File: src/rtl/sram_req_arbiter.sv
// Two-to-one SRAM-bus arbiter: data-priority grant with lock until accepted,
// in-order owner tag FIFO that steers each response back to its requester.
module sram_req_arbiter #(
  parameter int unsigned OUTSTANDING = 2
) (
  input  logic        clk,
  input  logic        reset,
  // instruction requester
  input  logic        inst_sram_en,
  input  logic        inst_sram_wr,
  input  logic [1:0]  inst_sram_size,
  input  logic [3:0]  inst_sram_wen,
  input  logic [31:0] inst_sram_addr,
  input  logic [31:0] inst_sram_wdata,
  output logic        inst_sram_addr_ok,
  output logic        inst_sram_data_ok,
  output logic [31:0] inst_sram_rdata,
  // data requester
  input  logic        data_sram_en,
  input  logic        data_sram_wr,
  input  logic [1:0]  data_sram_size,
  input  logic [3:0]  data_sram_wen,
  input  logic [31:0] data_sram_addr,
  input  logic [31:0] data_sram_wdata,
  output logic        data_sram_addr_ok,
  output logic        data_sram_data_ok,
  output logic [31:0] data_sram_rdata,
  // shared bus side
  output logic        bus_req,
  output logic        bus_wr,
  output logic [1:0]  bus_size,
  output logic [3:0]  bus_wen,
  output logic [31:0] bus_addr,
  output logic [31:0] bus_wdata,
  input  logic        bus_addr_ok,
  input  logic        bus_data_ok,
  input  logic [31:0] bus_rdata
);

  localparam int unsigned PTR_W = (OUTSTANDING > 1) ? $clog2(OUTSTANDING) : 1;
  localparam int unsigned CNT_W = $clog2(OUTSTANDING) + 1;

  typedef enum logic [1:0] {IDLE, LOCK_INST, LOCK_DATA} state_e;

  state_e             state_q, state_d;
  logic [PTR_W-1:0]   wr_ptr_q, wr_ptr_d;
  logic [PTR_W-1:0]   rd_ptr_q, rd_ptr_d;
  logic [CNT_W-1:0]   count_q, count_d;
  logic               tag_q [OUTSTANDING];
  logic               tag_d [OUTSTANDING];

  logic grant_inst, grant_data, grant_en;
  logic fifo_full, fifo_empty;
  logic push, pop, head_tag;

  // Grant selection: a locked grant wins, otherwise data has fixed priority
  always_comb begin
    grant_inst = 1'b0;
    grant_data = 1'b0;
    case (state_q)
      LOCK_INST: grant_inst = 1'b1;
      LOCK_DATA: grant_data = 1'b1;
      default: begin
        grant_data = data_sram_en;
        grant_inst = !data_sram_en && inst_sram_en;
      end
    endcase
  end

  assign fifo_full  = (count_q == CNT_W'(OUTSTANDING));
  assign fifo_empty = (count_q == '0);
  assign head_tag   = tag_q[rd_ptr_q];

  // Bus request, payload mux and handshake steering
  always_comb begin
    grant_en  = (grant_data && data_sram_en) || (grant_inst && inst_sram_en);
    bus_req   = grant_en && !fifo_full && !reset;
    bus_wr    = 1'b0;
    bus_size  = 2'b00;
    bus_wen   = 4'b0000;
    bus_addr  = 32'h0;
    bus_wdata = 32'h0;
    if (grant_data) begin
      bus_wr    = data_sram_wr;
      bus_size  = data_sram_size;
      bus_wen   = data_sram_wen;
      bus_addr  = data_sram_addr;
      bus_wdata = data_sram_wdata;
    end else if (grant_inst) begin
      bus_wr    = inst_sram_wr;
      bus_size  = inst_sram_size;
      bus_wen   = inst_sram_wen;
      bus_addr  = inst_sram_addr;
      bus_wdata = inst_sram_wdata;
    end
    push              = bus_req && bus_addr_ok;
    pop               = bus_data_ok && !fifo_empty && !reset;
    inst_sram_addr_ok = push && grant_inst;
    data_sram_addr_ok = push && grant_data;
    inst_sram_data_ok = pop && !head_tag;
    data_sram_data_ok = pop && head_tag;
    inst_sram_rdata   = bus_rdata;
    data_sram_rdata   = bus_rdata;
  end

  // Next-state for grant lock and tag FIFO
  always_comb begin
    state_d  = state_q;
    wr_ptr_d = wr_ptr_q;
    rd_ptr_d = rd_ptr_q;
    count_d  = count_q;
    tag_d    = tag_q;
    case (state_q)
      IDLE: begin
        if (grant_data && !push)      state_d = LOCK_DATA;
        else if (grant_inst && !push) state_d = LOCK_INST;
      end
      LOCK_INST, LOCK_DATA: if (push) state_d = IDLE;
      default: state_d = IDLE;
    endcase
    if (push) begin
      tag_d[wr_ptr_q] = grant_data;
      wr_ptr_d = (wr_ptr_q == PTR_W'(OUTSTANDING - 1)) ? '0 : wr_ptr_q + PTR_W'(1);
    end
    if (pop) begin
      rd_ptr_d = (rd_ptr_q == PTR_W'(OUTSTANDING - 1)) ? '0 : rd_ptr_q + PTR_W'(1);
    end
    if (push && !pop)      count_d = count_q + CNT_W'(1);
    else if (pop && !push) count_d = count_q - CNT_W'(1);
  end

  // State registers with synchronous reset
  always_ff @(posedge clk) begin
    if (reset) begin
      state_q  <= IDLE;
      wr_ptr_q <= '0;
      rd_ptr_q <= '0;
      count_q  <= '0;
      for (int i = 0; i < int'(OUTSTANDING); i++) tag_q[i] <= 1'b0;
    end else begin
      state_q  <= state_d;
      wr_ptr_q <= wr_ptr_d;
      rd_ptr_q <= rd_ptr_d;
      count_q  <= count_d;
      tag_q    <= tag_d;
    end
  end

endmodule

File: config.mk
export PLATFORM = sky130hd
export DESIGN_NAME = sram_req_arbiter
export DESIGN_NICKNAME = d
export VERILOG_FILES = /design/src/rtl/sram_req_arbiter.sv
export SDC_FILE = /design/constraint.sdc
export NUM_CORES = 1
export LEC_CHECK = 0
export ABC_CLOCK_PERIOD_IN_PS = 6400
export CAP_MARGIN = 20
export CORE_AREA = 2 2 124 126
export DETAILED_ROUTE_END_ITERATION = 10
export DIE_AREA = 0 0 126 128
export PLACE_DENSITY = 0.54
export SYNTH_ARGS = -nofsm -noshare
export SYNTH_HDL_FRONTEND = slang
export SYNTH_SLANG_ARGS = --single-unit
File: constraint.sdc
create_clock -name clk -period 6.4 [get_ports clk]
set_input_delay 1.28 -clock clk [delete_from_list [all_inputs] [get_ports clk]]
set_output_delay 1.28 -clock clk [all_outputs]
set_load 0.03 [all_outputs]
Word level (Yosys, flattened, before mapping)
Index checks and enable logic that the tools add are counted.

Output and inout port bits: 140. Latch bits: 0. Logic and storage cells: 76. Bits in read-only memories: 0. Register bits: 8. Input port bits: 180. Memories kept: 0. Memory bits (writable): 0.

Reduce and logical (&&, ||, !) cells: 30. Multiply operators: 0. Add/subtract/negate cells: 4. Equal/unequal tests: 5. Multiplexer cells: 26. Bitwise gates (word level): 2. Shift-type cells: 0. Magnitude comparators: 3. Div/mod/pow operators: 0.

Operators with widths (count): $mux 32 (4); $logic_and 1x1->1 (17); $mux 2 (7); $mux 1 (8); $mux 4 (2); $logic_not 1->1 (7); $eq 2x2->1 const B (2); $ge 2x2->1 const B (2); $logic_not 2->1 (2); $not 1->2 (2); $pmux 1 s2 (2); $pmux 2 s2 (1); $ne 3x3->1 const B (1); $add 1x1->1 const B (2); $add 2x1->2 const B (1); $bwmux 2 (1); $eq 2x1->1 const B (1); $lt 2x1->1 const B (1); $ne 2x2->1 const B (1); $reduce_and 2->1 (1); $reduce_bool 2->1 (1); $reduce_or 2->1 (1); $sub 2x1->2 const B (1); $demux 1 s1 (1); $logic_or 1x1->1 (1).

Logic depth before layout (Yosys ltp)
Depth in word-level cells: 13. Mapped depth: 12. Gate-level depth less buffers: 10.

Worst setup path before layout
OpenSTA, ideal clock, no wires.

Kind: input to output. From: in data_sram_en. To: out bus_addr[15]. Arrival time: 2.645 ns. Required time: 5.120 ns. Buffers on the path: 2. Stages: 5. Slack: 2.475 ns. Path through: mux2i_1 -> buf_2 -> clkbuf_1 -> nand2_1 -> o21ai_0.

Cells in the longest elaborated chain, start to end: 5. Elaborated cells between the ends (all ways): 6. Classes of those cells: mux (4); reduce/logical (2).

Ends and longest elaborated chain: start, declared (RTL line 19) `input logic data_sram_en,`; $logic_not 1->1 (RTL line 65) `grant_inst = !data_sram_en && inst_sram_en;`; $logic_and 1x1->1 (RTL line 65); $pmux 1 s2 (RTL line 60) `case (state_q)`; $mux 32 (RTL line 89) `end else if (grant_inst) begin`; $mux 32 (*) (RTL line 83) `if (grant_data) begin`; end, declared (RTL line 33) `output logic [31:0] bus_addr,`.

Every way passes the cells marked *; elsewhere a longest branch is shown, timed or not.

Final worst setup path
From: in data_sram_en. To: out bus_wdata[8].

Cells in the longest elaborated chain, start to end: 5. Elaborated cells between the ends (all ways): 6. Classes of those cells: mux (4); reduce/logical (2).

Ends and longest elaborated chain: $logic_not 1->1 (RTL line 65); $logic_and 1x1->1 (RTL line 65); $pmux 1 s2 (RTL line 60); $mux 32 (RTL line 89); $mux 32 (*) (RTL line 83); end, declared (RTL line 34) `output logic [31:0] bus_wdata,`.

Marked as above.

==> results.cfg <==
[status]
status = finished clean

[setup_path]
critPathLaunchType = primary input
cp-end-kind = output pin
worstPathCellList = clkdlybuf4s50_1, mux2_2, buf_12, nand2_1, o21ai_0, clkdlybuf4s50_1
crit_top_cell = clkdlybuf4s50_1
critPathMaxFanout = 39
crit_type = in2out
arrival_ns = 3.80
required_ns = 5.12
crit_path_max_incr_delay_ns = 0.71
slowest_stage = clkdlybuf4s50_1

[clock_tree]
cts_max_level = 1
clkSlewWorstSetupHoldPaths_ns = 0.04
post-cts-setup-buffers = 0
numClockSinks = 8
cts.repair.resized = 0
cts_buffers = 3
ctsLongestPathBuffers = 2
clk_latency_ns = 0.23
clockRootBuffer = clkbuf_16
cts_tree = built
cts-hold-fix-buffers = 0

[synthesis]
syn-cell-area_um2 = 2018
synth_seq_cells = 8
yosysMostFrequentCell = nand2_1
syn_area_per_cell_um2 = 5.469
synth_edf_count = 0
syn_nets = 553
seq_area_frac_synth_pct = 7.936
synth_top_area_cell = nand2_1
ys_top_cells_by_area = nand2_1 (27%), buf_4 (24%), o21ai_0 (19%)
yosysUniqueCellTypes = 30
synthCells = 369
synthFlopType = dfxtp_1
synthArstFlopShare_pct = 0
synth_common_cells = nand2_1 (146), o21ai_0 (76), buf_4 (64)
yosys_warnings = 0
netlist.area_leader.share_pct = 27.15

[detailed_routing]
route.detailed.drc = 0
ant_nets = 0
wirelength_mm = 9.085
wl_per_cell_um = 13.02
drtIter0Drc = 164
vias = 2826
drt-vias-per-instance = 4.049
dr.pass1.iters = 4

[sta]
finalMaxSlewViolations = 0
finalHoldViolCount = 0
period_needed_ns = 5.078
max_freq_mhz = 196.9
fin_ws_ns = 1.322
min_period_over_period_pct = 79.34
finalSetupTns_ns = 0
setup_viol = 0
rsz0062_at_grt = no
clock_skew_ns = 0.001268
max_slew_margin_pct = 53.76
hold_ws_ns = 0.4945
worst_pin_slew_ns = 0.6936

[die]
die_x_um = 126
num_io_pins = 320
dieArea_um2 = 16130
row_count = 45
die_h_um = 128
core_um2 = 14860
start_util_pct = 13.58

[cells_and_area]
final_area_um2 = 4045
diodes = 0
fill_cells = 1657
syn_to_final_growth_pct = 100.4
finalNetCount = 696
drive_above_1_share_pct = 2.745
fin_util_pct = 27.21

[global_route]
antenna_found_initial = 0
grt_pass1_wl_mm = 13.82
grt_pass1_vias = 2803
grt_max_degree = 40
grt_remaining_overflow = 0
grt_use_total_pct = 10.32

[power_and_ir_drop]
p_int_uw = 625.2
pwr-share-seq_pct = 5.5
switching_share_pct = 54.25
p_leak_nw = 1.548
ir_worst_vdd_uv = 180.3
p_comb_share_pct = 86.9
p_switching_uw = 741.2
power.share.clock_pct = 7.7
cellPowerDensity_nw_per_um2 = 337.8

[placement]
port_buffers = 223
finalWeightedCongestion = 0.7946
dp_hpwl_mm = 7.308
placed_cell_area_um2 = 3970
pre_cts_slack_ns = 1.293

[min_path]
hold_class = reg2reg

[job]
maxCapViolCount = 0
[flip-flops by register name, summed over array words and instances, names as in the netlist]
| name | flops |
|---|---|
| count_q | 2 |
| state_q | 2 |
| tag_q | 2 |
| rd_ptr_q | 1 |
| wr_ptr_q | 1 |
[worst max-delay path: cells and delay by family]
kind | cells | cell delay, ns
simple gates | 1 | 0.09
compound gates | 1 | 0.08
mux | 1 | 0.67
buf+inv | 3 | 1.63
[cell families (layout without fill, tap and decap cells)]
family                   Yosys count  after routing  synth area share, %
AO/OA/AOI/OAI                     88             88                23.81
XOR/XNOR                           3              3                1.302
adder cells (fa/ha/maj)            4              4                2.480
buffers and inverters             96            237                30.01
flip-flops                         8              8                7.935
multiplexers                       3              3                1.550
AND/OR/NAND/NOR                  167            167                32.92
[power by group through the flow]
stage / clock network [mW] / logic, mW / registers, mW
4_1_cts: 0.106 / 1.21 / 0.0746
3_5_place_dp: 0 / 1.20 / 0.0751
2_1_floorplan: 0 / 0.761 / 0.0725
3_3_place_gp: 0 / 1.19 / 0.0742
5_1_grt: 0.111 / 1.28 / 0.0763
6_report: 0.105 / 1.19 / 0.0745
[worst paths after layout]
kind	cells after the start	end	slack, ns	from
setup / recovery	6	bus_wdata[8]	1.32	data_sram_en
hold / removal	2	wr_ptr_q	0.49	wr_ptr_q
setup reg to reg	9	count_q[1]	3.46	state_q[0]
hold reg to reg	2	wr_ptr_q	0.49	wr_ptr_q
[placed cells by master, fill, tap and decap left out, types with 2 or more instances in the layout]
cell type / count
a21oi_1: 2
a22oi_2: 2
xor2_1: 3
clkbuf_16: 3
dfxtp_1: 8
o21ai_0: 76
nor2_1: 7
nand2_1: 146
nor2b_1: 3
buf_4: 4
clkdlybuf4s50_1: 223
inv_1: 6
nand2b_1: 4
or3_1: 2
ha_1: 4
o311ai_0: 2
nor3_1: 2
[per-layer routing]
layer | vias up | GRT usage, % | share of wire [%]
li1 | 1407 | - | -
met1 | 1221 | 11.55 | 39
met2 | 168 | 18.12 | 47
met3 | 30 | 3.715 | 11
met4 | 0 | 3.620 | 3.2
met5 | - | 0 | 0
[stage by stage]
stage | std cells | power (mW)
after floorplan | 369 | 0.8333
after global placement | 695 | 1.263
after detailed placement | 695 | 1.274
after CTS | 698 | 1.387
after global routing | 698 | 1.466
final | 698 | 1.366
[final cells by class]
cell class	count	area [um2]	area share [%]
timing repair buffer	228	2282	56.42
multi-input combinational	265	1270	31.40
tap	188	235.2	5.815
sequential	8	160.2	3.959
clock buffer	3	75.07	1.856
inverter	6	22.52	0.5568
Power figures use the tool's default switching activity.
